--- src/rtl/mac_pkg.sv ---
// Shared types and widths for the mac_acc_16 multiply-accumulate slice.
// Build option: MAC_SAT_EN selects a saturating accumulator in mac_acc_add.
package mac_pkg;

  localparam int OPW       = 16;
  localparam int PW        = 32;
  localparam int ACC_W_DEF = 40;
  localparam int CNT_W_DEF = 8;

  typedef enum logic [1:0] {
    IDLE  = 2'd0,
    ACCUM = 2'd1,
    DRAIN = 2'd2,
    HOLD  = 2'd3
  } state_e;

endpackage

--- src/rtl/mac_acc_add.sv ---
// Accumulator adder with carry-out detect.
// Build option: MAC_SAT_EN clamps the sum to all-ones on carry-out instead of wrapping.
module mac_acc_add
  import mac_pkg::*;
#(
  parameter int ACC_W = ACC_W_DEF
) (
  input  logic [ACC_W-1:0] acc_i,
  input  logic [PW-1:0]    prod_i,
  output logic [ACC_W-1:0] sum_o,
  output logic             carry_o
);

  logic [ACC_W:0] wideSum;

  assign wideSum = {1'b0, acc_i} + {1'b0, ACC_W'(prod_i)};
  assign carry_o = wideSum[ACC_W];

`ifdef MAC_SAT_EN
  // An all-ones accumulator carries again on any nonzero product, so the clamp holds.
  assign sum_o = carry_o ? {ACC_W{1'b1}} : wideSum[ACC_W-1:0];
`else
  assign sum_o = wideSum[ACC_W-1:0];
`endif

endmodule

--- src/rtl/mac_acc_16.sv ---
// Three-stage multiply-accumulate around an external 16x16 multiplier; returns dot product,
// beat count and sticky overflow per vector. Build option: MAC_SAT_EN (saturating accumulator).
module mac_acc_16
  import mac_pkg::*;
#(
  parameter int ACC_W = ACC_W_DEF,
  parameter int CNT_W = CNT_W_DEF
) (
  input  logic             clk,
  input  logic             rst_n,
  input  logic             in_valid,
  output logic             in_ready,
  input  logic [OPW-1:0]   in_a,
  input  logic [OPW-1:0]   in_b,
  input  logic             in_last,
  output logic [OPW-1:0]   mul_a,
  output logic [OPW-1:0]   mul_b,
  input  logic [PW-1:0]    mul_p,
  output logic             out_valid,
  input  logic             out_ready,
  output logic [ACC_W-1:0] out_acc,
  output logic [CNT_W-1:0] out_cnt,
  output logic             out_ovf
);

  state_e             state_q, state_d;
  logic               s1Valid_q, s1Last_q;
  logic [OPW-1:0]     mulA_q, mulB_q;
  logic               s2Valid_q, s2Last_q;
  logic [PW-1:0]      prod_q;
  logic [ACC_W-1:0]   acc_q, acc_d;
  logic [CNT_W-1:0]   cnt_q, cnt_d;
  logic               ovf_q, ovf_d;
  logic [ACC_W-1:0]   sum;
  logic               carry;
  logic               accept;
  logic               handoff;

  assign in_ready  = (state_q == IDLE) || (state_q == ACCUM);
  assign out_valid = (state_q == HOLD);
  assign accept    = in_valid && in_ready;
  assign handoff   = (state_q == HOLD) && out_ready;

  assign mul_a   = mulA_q;
  assign mul_b   = mulB_q;
  assign out_acc = acc_q;
  assign out_cnt = cnt_q;
  assign out_ovf = ovf_q;

  mac_acc_add #(.ACC_W(ACC_W)) u_add (
    .acc_i   (acc_q),
    .prod_i  (prod_q),
    .sum_o   (sum),
    .carry_o (carry)
  );

  always_comb begin
    state_d = state_q;
    case (state_q)
      IDLE:    if (accept) state_d = in_last ? DRAIN : ACCUM;
      ACCUM:   if (accept && in_last) state_d = DRAIN;
      DRAIN:   if (s2Valid_q && s2Last_q) state_d = HOLD;
      HOLD:    if (out_ready) state_d = IDLE;
      default: state_d = IDLE;
    endcase
  end

  // Results are cleared on handoff so the next vector starts from zero; bubbles leave them alone.
  always_comb begin
    acc_d = acc_q;
    cnt_d = cnt_q;
    ovf_d = ovf_q;
    if (handoff) begin
      acc_d = '0;
      cnt_d = '0;
      ovf_d = 1'b0;
    end else if (s2Valid_q) begin
      acc_d = sum;
      cnt_d = (cnt_q == {CNT_W{1'b1}}) ? cnt_q : cnt_q + CNT_W'(1);
      ovf_d = ovf_q | carry;
    end
  end

  always_ff @(posedge clk or negedge rst_n) begin
    if (!rst_n) begin
      state_q   <= IDLE;
      s1Valid_q <= 1'b0;
      s1Last_q  <= 1'b0;
      mulA_q    <= '0;
      mulB_q    <= '0;
      s2Valid_q <= 1'b0;
      s2Last_q  <= 1'b0;
      prod_q    <= '0;
      acc_q     <= '0;
      cnt_q     <= '0;
      ovf_q     <= 1'b0;
    end else begin
      state_q   <= state_d;
      s1Valid_q <= accept;
      s1Last_q  <= accept && in_last;
      if (accept) begin
        mulA_q <= in_a;
        mulB_q <= in_b;
      end
      s2Valid_q <= s1Valid_q;
      s2Last_q  <= s1Valid_q && s1Last_q;
      if (s1Valid_q) prod_q <= mul_p;
      acc_q <= acc_d;
      cnt_q <= cnt_d;
      ovf_q <= ovf_d;
    end
  end

endmodule

--- config.mk ---
export PLATFORM = sky130hd
export DESIGN_NAME = mac_acc_16
export DESIGN_NICKNAME = d
export VERILOG_FILES = /design/src/rtl/mac_pkg.sv /design/src/rtl/mac_acc_add.sv /design/src/rtl/mac_acc_16.sv
export SDC_FILE = /design/constraint.sdc
export NUM_CORES = 1
export LEC_CHECK = 0
export BUFFER_PORTS_ARGS = -buffer_cell sky130_fd_sc_hd__buf_2
export CORE_MARGIN = 4
export CORE_UTILIZATION = 45
export DETAILED_ROUTE_END_ITERATION = 7
export PLACE_DENSITY = 0.77
export SETUP_SLACK_MARGIN = 0.5
export SLEW_MARGIN = 10
export SYNTH_ARGS = -nofsm -noshare
export SYNTH_HDL_FRONTEND = slang
export SYNTH_HIERARCHICAL = 1
export SYNTH_SLANG_ARGS = --single-unit
--- constraint.sdc ---
create_clock -name clk -period 2.7 [get_ports clk]
set_clock_uncertainty 0.15 [all_clocks]
set_input_delay 0.54 -clock clk [delete_from_list [all_inputs] [get_ports clk]]
set_output_delay 0.54 -clock clk [all_outputs]
set_load 0.005 [all_outputs]
* Word level (Yosys, flattened, before mapping) *
Index checks and enable logic that the tools add are counted.

storage, ports and cells
  output and inout port bits = 83
  bits in registers = 119

cells by class
  reduce and logical (&&, ||, !) cells = 10
  mux-type cells = 13
  bitwise gates (word level) = 1
  add/sub/neg operators = 2
  eq/ne operators = 9

operators with widths
  cell                                                                     count
  40-bit 2-to-1 mux                                                        2
  40-bit by 32-bit adder with 41-bit output                                1
  8-bit 2-to-1 mux                                                         3
  2-bit 2-to-1 mux                                                         5
  8-bit by 1-bit adder with 8-bit output, second input constant            1
  8-bit == test, second input constant                                     1
  2-bit case mux with 4 select lines                                       1
  2-bit inequality test, second input constant                             3
  1-bit logical AND                                                        5
  2-bit == test, second input constant                                     2
  2-bit by 1-bit inequality test with 1-bit output, second input constant  2
  4-bit AND reduction                                                      1
  2-bit by 1-bit == test with 1-bit output, second input constant          1
  2-bit logical NOT                                                        1
  1-bit 2-to-1 mux                                                         2
  2-bit AND reduction                                                      1
  2-bit nonzero test                                                       1
  1-bit logical OR                                                         1
  1-bit OR                                                                 1

* Longest topological paths before layout *
  depth in word-level cells = 6
  gate-level depth with buffers = 11

* By module *
Netlist, hierarchy kept.

modules (own cells, without submodules)
  module       cells each  instances  seq. area each (um^2)  area an instance (um^2)
  mac_acc_16   341         1          2977.9                 4931.0
  mac_acc_add  279         1          0.0                    2000.7

* Worst setup path after synthesis *
OpenSTA, ideal clock, no wires.

  path type = register -> register
  start point = register acc_q[0] (netlist: out_acc[0])
  end point = register acc_q[30] (netlist: out_acc[30])
  buffers on the path = 0
  arrival = 2530 ps
  setup slack = -112 ps
  cell stages (with the launch flop) = 12
  library setup time = 132 ps
  required time = 2418 ps
  cell sequence = dfrtp_1 > ha_1 > fa_1 > a211oi_1 > o211ai_1 > a21o_1 > a31o_2 > a21oi_1 > o31ai_1 > xor2_1 > mux2i_1 > nor2_1

on the way
  cells in the longest elaborated chain, start to end = 3

ends and longest elaborated chain
  item                                       RTL line           text
  start: declaration                         mac_acc_16.sv:31   logic [ACC_W-1:0] acc_q, acc_d;
  start signal: assignment                   mac_acc_16.sv:94   acc_q <= '0;
  start signal: assignment                   mac_acc_16.sv:108  acc_q <= acc_d;
  40-bit by 32-bit adder with 41-bit output  mac_acc_add.sv:16  assign wideSum = {1'b0, acc_i} + {1'b0, ACC_W'(prod_i)};
  named net sum[30]                          mac_acc_16.sv:34   logic [ACC_W-1:0] sum;
  40-bit 2-to-1 mux                          mac_acc_16.sv:77   end else if (s2Valid_q) begin
  40-bit 2-to-1 mux                          mac_acc_16.sv:73   if (handoff) begin

The timed path passes the listed nets, and every way through them passes these cells. The select of a mux whose other input is x is not followed.
A chain may end at the register's enable or synchronous reset.

* Worst setup path in the final report *
  start point = register prod_q[0]
  end point = register acc_q[30] (netlist: out_acc[30])

on the way
  cells in the longest elaborated chain, start to end = 3

ends and longest elaborated chain
  item                                       RTL line           text
  start: declaration                         mac_acc_16.sv:30   logic [PW-1:0] prod_q;
  start signal: assignment                   mac_acc_16.sv:107  if (s1Valid_q) prod_q <= mul_p;
  40-bit by 32-bit adder with 41-bit output  mac_acc_add.sv:16
  named net sum[30]                          mac_acc_16.sv:34
  40-bit 2-to-1 mux                          mac_acc_16.sv:77
  40-bit 2-to-1 mux                          mac_acc_16.sv:73

The timed path passes the listed nets, and every way through them passes these cells. The select of a mux whose other input is x is not followed.

==> reports/metrics.csv <==
stage,metric,value,unit
place,Final HPWL DP,12300,um
floorplanning,Initial Utilization,45.8,%
synth,Compound-Gate Fraction of Synth Area,13.0,%
power,pwr/cell area,1650,nW/um^2
critical_path,Startpoint Class,flip-flop,
final_layout,P&R area growth vs syn,34.0,%
sta,crit path time final,2.78,ns
run_status,failing checks,setup timing,
clock_tree,Max H-tree Level,4,
critical_path,CP arrival,2.92,ns
place,DP Worst Slack,-0.101,ns
sta,Max-slew headroom,59.9,%
global_routing,total track usage,20.0,%
floorplanning,Die Y-Extent,132,um
synth,Post-synth EDFFs,0,
critical_path,Crit Path Max Fanout,4,
run_status,status,"finished, violations left",
global_routing,initial antenna violation count,0,
sta,fin worst setup slack,-0.0821,ns
synth,Synth area leader,dfrtp_1,
synth,post-synthesis sequential area ratio,43.0,%
global_routing,grt total ovfl,0,
global_routing,vias in the first global route,5800,
place,GPL Wtd Cong,0.898,
synth,fraction of registers with async set or reset after synthesis,100,%
power,Lkg Pwr,4.42,nW
clock_tree,root buf cell,clkbuf_16,
detailed_routing,DR vias,5640,
final_layout,layout cells sized above 1,45.0,%
clock_tree,TritonCTS buffer count,17,
synth,Post-Syn Area,6930,um^2
synth,Yosys reg bits,119,
power,Worst VDD drop,708,uV
synth,Gate Count Post-Synth,620,
sta,Final TNS setup,-0.435,ns
floorplanning,num rows,45,
detailed_routing,Antenna Nets Post-Route,0,
clock_tree,clk buf depth,2,
sta,fin. max-slew vios,0,
synth,Syn Area/Cell,11.2,um^2
global_routing,pin count of the biggest net entering global routing,47,
synth,multiplexer area fraction after synthesis,18.7,%
place,number of I/O port buffers,151,
detailed_routing,Vias/cell,5.51,
floorplanning,DIE AREA,17500,um^2
synth,post-synthesis cell type count,68,
power,P_int,9.03,mW
sta,unrepaired setup endpoints after global routing,yes,
clock_tree,worst skew pair latency,0.42,ns
sta,pin slew with the least headroom to its limit,0.601,ns
synth,syn nets,727,
floorplanning,Die Wd,132,um
run,max_cap viols,0,
power,P_sw,6.27,mW
clock_tree,CTS tree,built,
synth,Synth area leaders,"dfrtp_1, mux2i_1, ha_1",
detailed_routing,WL/cell,17.1,um
clock_tree,clock slew seen by the registers of the worst setup and hold paths,0.06,ns
detailed_routing,First-pass DRT Iterations,4,
final_layout,Layout Nets,929,
sta,Final Hold Vio Count,0,
critical_path,critical path class,reg -> reg,
detailed_routing,# DRC,0,
synth,Syn. warnings,6,
floorplanning,Core Footprint,15100,um^2
synth,Synth Area in Adders,6.97,%
power,switching share of power,41.0,%
hold_path,Worst Hold Class,in -> reg,
synth,Main synth FF type,dfrtp_1,
power,Clk pwr share,15.7,%
critical_path,Required @ worst endpoint,2.84,ns
power,Seq pwr share,22.9,%
floorplanning,I/O pin cnt,152,
global_routing,first-pass GRT wire length,28500,um
critical_path,CP Capture Type,flip-flop,
power,Comb pwr share,61.4,%
sta,period utilisation layout,103,%
synth,XOR/XNOR Fraction of Synth Area,4.42,%
sta,fmax,359,MHz
sta,"Setup violations, final",11,
clock_tree,clk sinks,119,
synth,main combinational cell family by area after synthesis,multiplexers,
synth,Synth Area in Simple Gates,11.1,%
final_layout,Antenna Cells,0,
synth,top cell type's share of synthesized area,43.0,%
detailed_routing,Post-Route WL,17500,um
detailed_routing,First DRT Iteration DRCs,322,
[worst paths after layout]
| kind | cells after the start | slack [ns] | start | end |
|---|---|---|---|---|
| max in group asynchronous | 3 | 1.33 | rst_n | s2Valid_q |
| max reg2reg | 11 | -0.08 | prod_q[0] | out_acc[30] |
| min | 2 | 0.19 | in_a[12] | mul_a[12] |
| min in group asynchronous | 2 | 0.47 | rst_n | prod_q[23] |
| max | 11 | -0.08 | prod_q[0] | out_acc[30] |
| min reg2reg | 1 | 0.30 | s1Last_q | s2Last_q |
[through the flow]
step	total power, mW	std cells	cell area, um^2	util, %	hold slack, ns
after floorplan	9.09	620	7050	-	0.0944
after global placement	11.3	970	8170	54.0	0.280
after detailed placement	11.5	970	8170	54.0	0.288
after CTS	14.6	1015	9050	59.8	0.175
after global routing	16.4	1023	9290	61.3	0.176
final	15.3	1023	9290	61.3	0.193
[cell usage after synthesis, drive strengths merged (2+ instances only)]
cell type / instances
a2111oi: 2
a211oi: 7
a21boi: 2
a21o: 13
a21oi: 40
a221o: 2
a31o: 3
a31oi: 6
a41oi: 2
and2: 7
and3: 7
and4: 6
buf: 15
clkbuf: 8
dfrtp: 119
ha: 37
inv: 9
mux2: 64
mux2i: 47
nand2: 37
nand3: 13
nand4: 9
nor2: 51
nor2b: 6
nor3: 10
o2111a: 2
o211ai: 7
o21a: 2
o21ai: 27
o21bai: 2
o22ai: 2
o31ai: 4
or2: 3
xnor2: 18
xor2: 17
[state kept, by name (all words and copies together), names as in the netlist]
signal,flops
out_ovf,1
prod_q,32
out_acc,40
mul_b,16
s1Last_q,1
mul_a,16
s1Valid_q,1
s2Last_q,1
out_cnt,8
s2Valid_q,1
state_q,2
[final cells by class]
type / instances / area, um^2
clock inverters: 14 / 186
clock buffers: 18 / 439
flip-flops and latches: 119 / 2980
well taps: 188 / 235
fillers: 1193 / 5860
inverters: 9 / 33.8
repair buffers: 206 / 1240
multi-input cells: 469 / 4170
[kinds of logic (layout without fill, tap and decap cells)]
| kind of cell | after synthesis | in the layout |
|---|---|---|
| flip-flops | 119 | 119 |
| AND/OR/NAND/NOR | 154 | 154 |
| AO/OA/AOI/OAI | 131 | 131 |
| XOR/XNOR | 35 | 35 |
| multiplexers | 111 | 111 |
| adder cells (fa/ha/maj) | 38 | 38 |
| buffers and inverters | 32 | 247 |
[cells in the final DEF (no fill, tap or decap), types with 6 or more instances in the layout]
cell type	instances
ha_4	14
clkbuf_16	17
buf_2	150
inv_1	7
nand3_1	13
ha_1	18
mux2_4	28
and4_1	6
a21oi_1	32
a21oi_2	7
buf_6	9
xnor2_1	14
nand2_1	30
nor2_1	49
o21ai_0	17
xor2_1	16
a21o_1	12
dfrtp_1	118
buf_4	43
mux2i_1	47
inv_6	7
nor3_1	8
mux2_2	36
o211ai_1	7
nand4_1	9
[critical path, cell delays in order (launching register included)]
cell,delay [ns]
dfrtp_1,0.41
ha_4,0.18
fa_2,0.37
a211oi_4,0.26
o211ai_1,0.14
a21o_1,0.23
a31o_4,0.26
a21oi_4,0.20
o31ai_1,0.11
xor2_1,0.15
mux2i_1,0.14
nor2_1,0.05
[metal layers]
metal	wire length [um]	track usage, %
met5	0	0
met4	316	6.30
met3	1220	7.33
met2	8460	32.4
met1	7520	24.9
[repair_timing]
| item | in CTS | in global routing |
|---|---|---|
| gates resized for setup | 30 | 35 |
| buffers inserted | 12 | 8 |
| hold buffers | 1 | 0 |
| setup endpoints to repair | 33 | 36 |
| hold endpoints to repair | 31 | 0 |
| pin swaps | 25 | 39 |
[power groups by stage]
stage	registers (mW)	clock network, mW	logic [mW]
after floorplan	3.29	0	5.79
after global placement	3.46	0	7.83
after detailed placement	3.45	0	8.02
after CTS	3.47	2.44	8.70
after global routing	3.64	2.55	10.2
final	3.50	2.41	9.40
No activity file was read; power rests on OpenSTA's default activity.
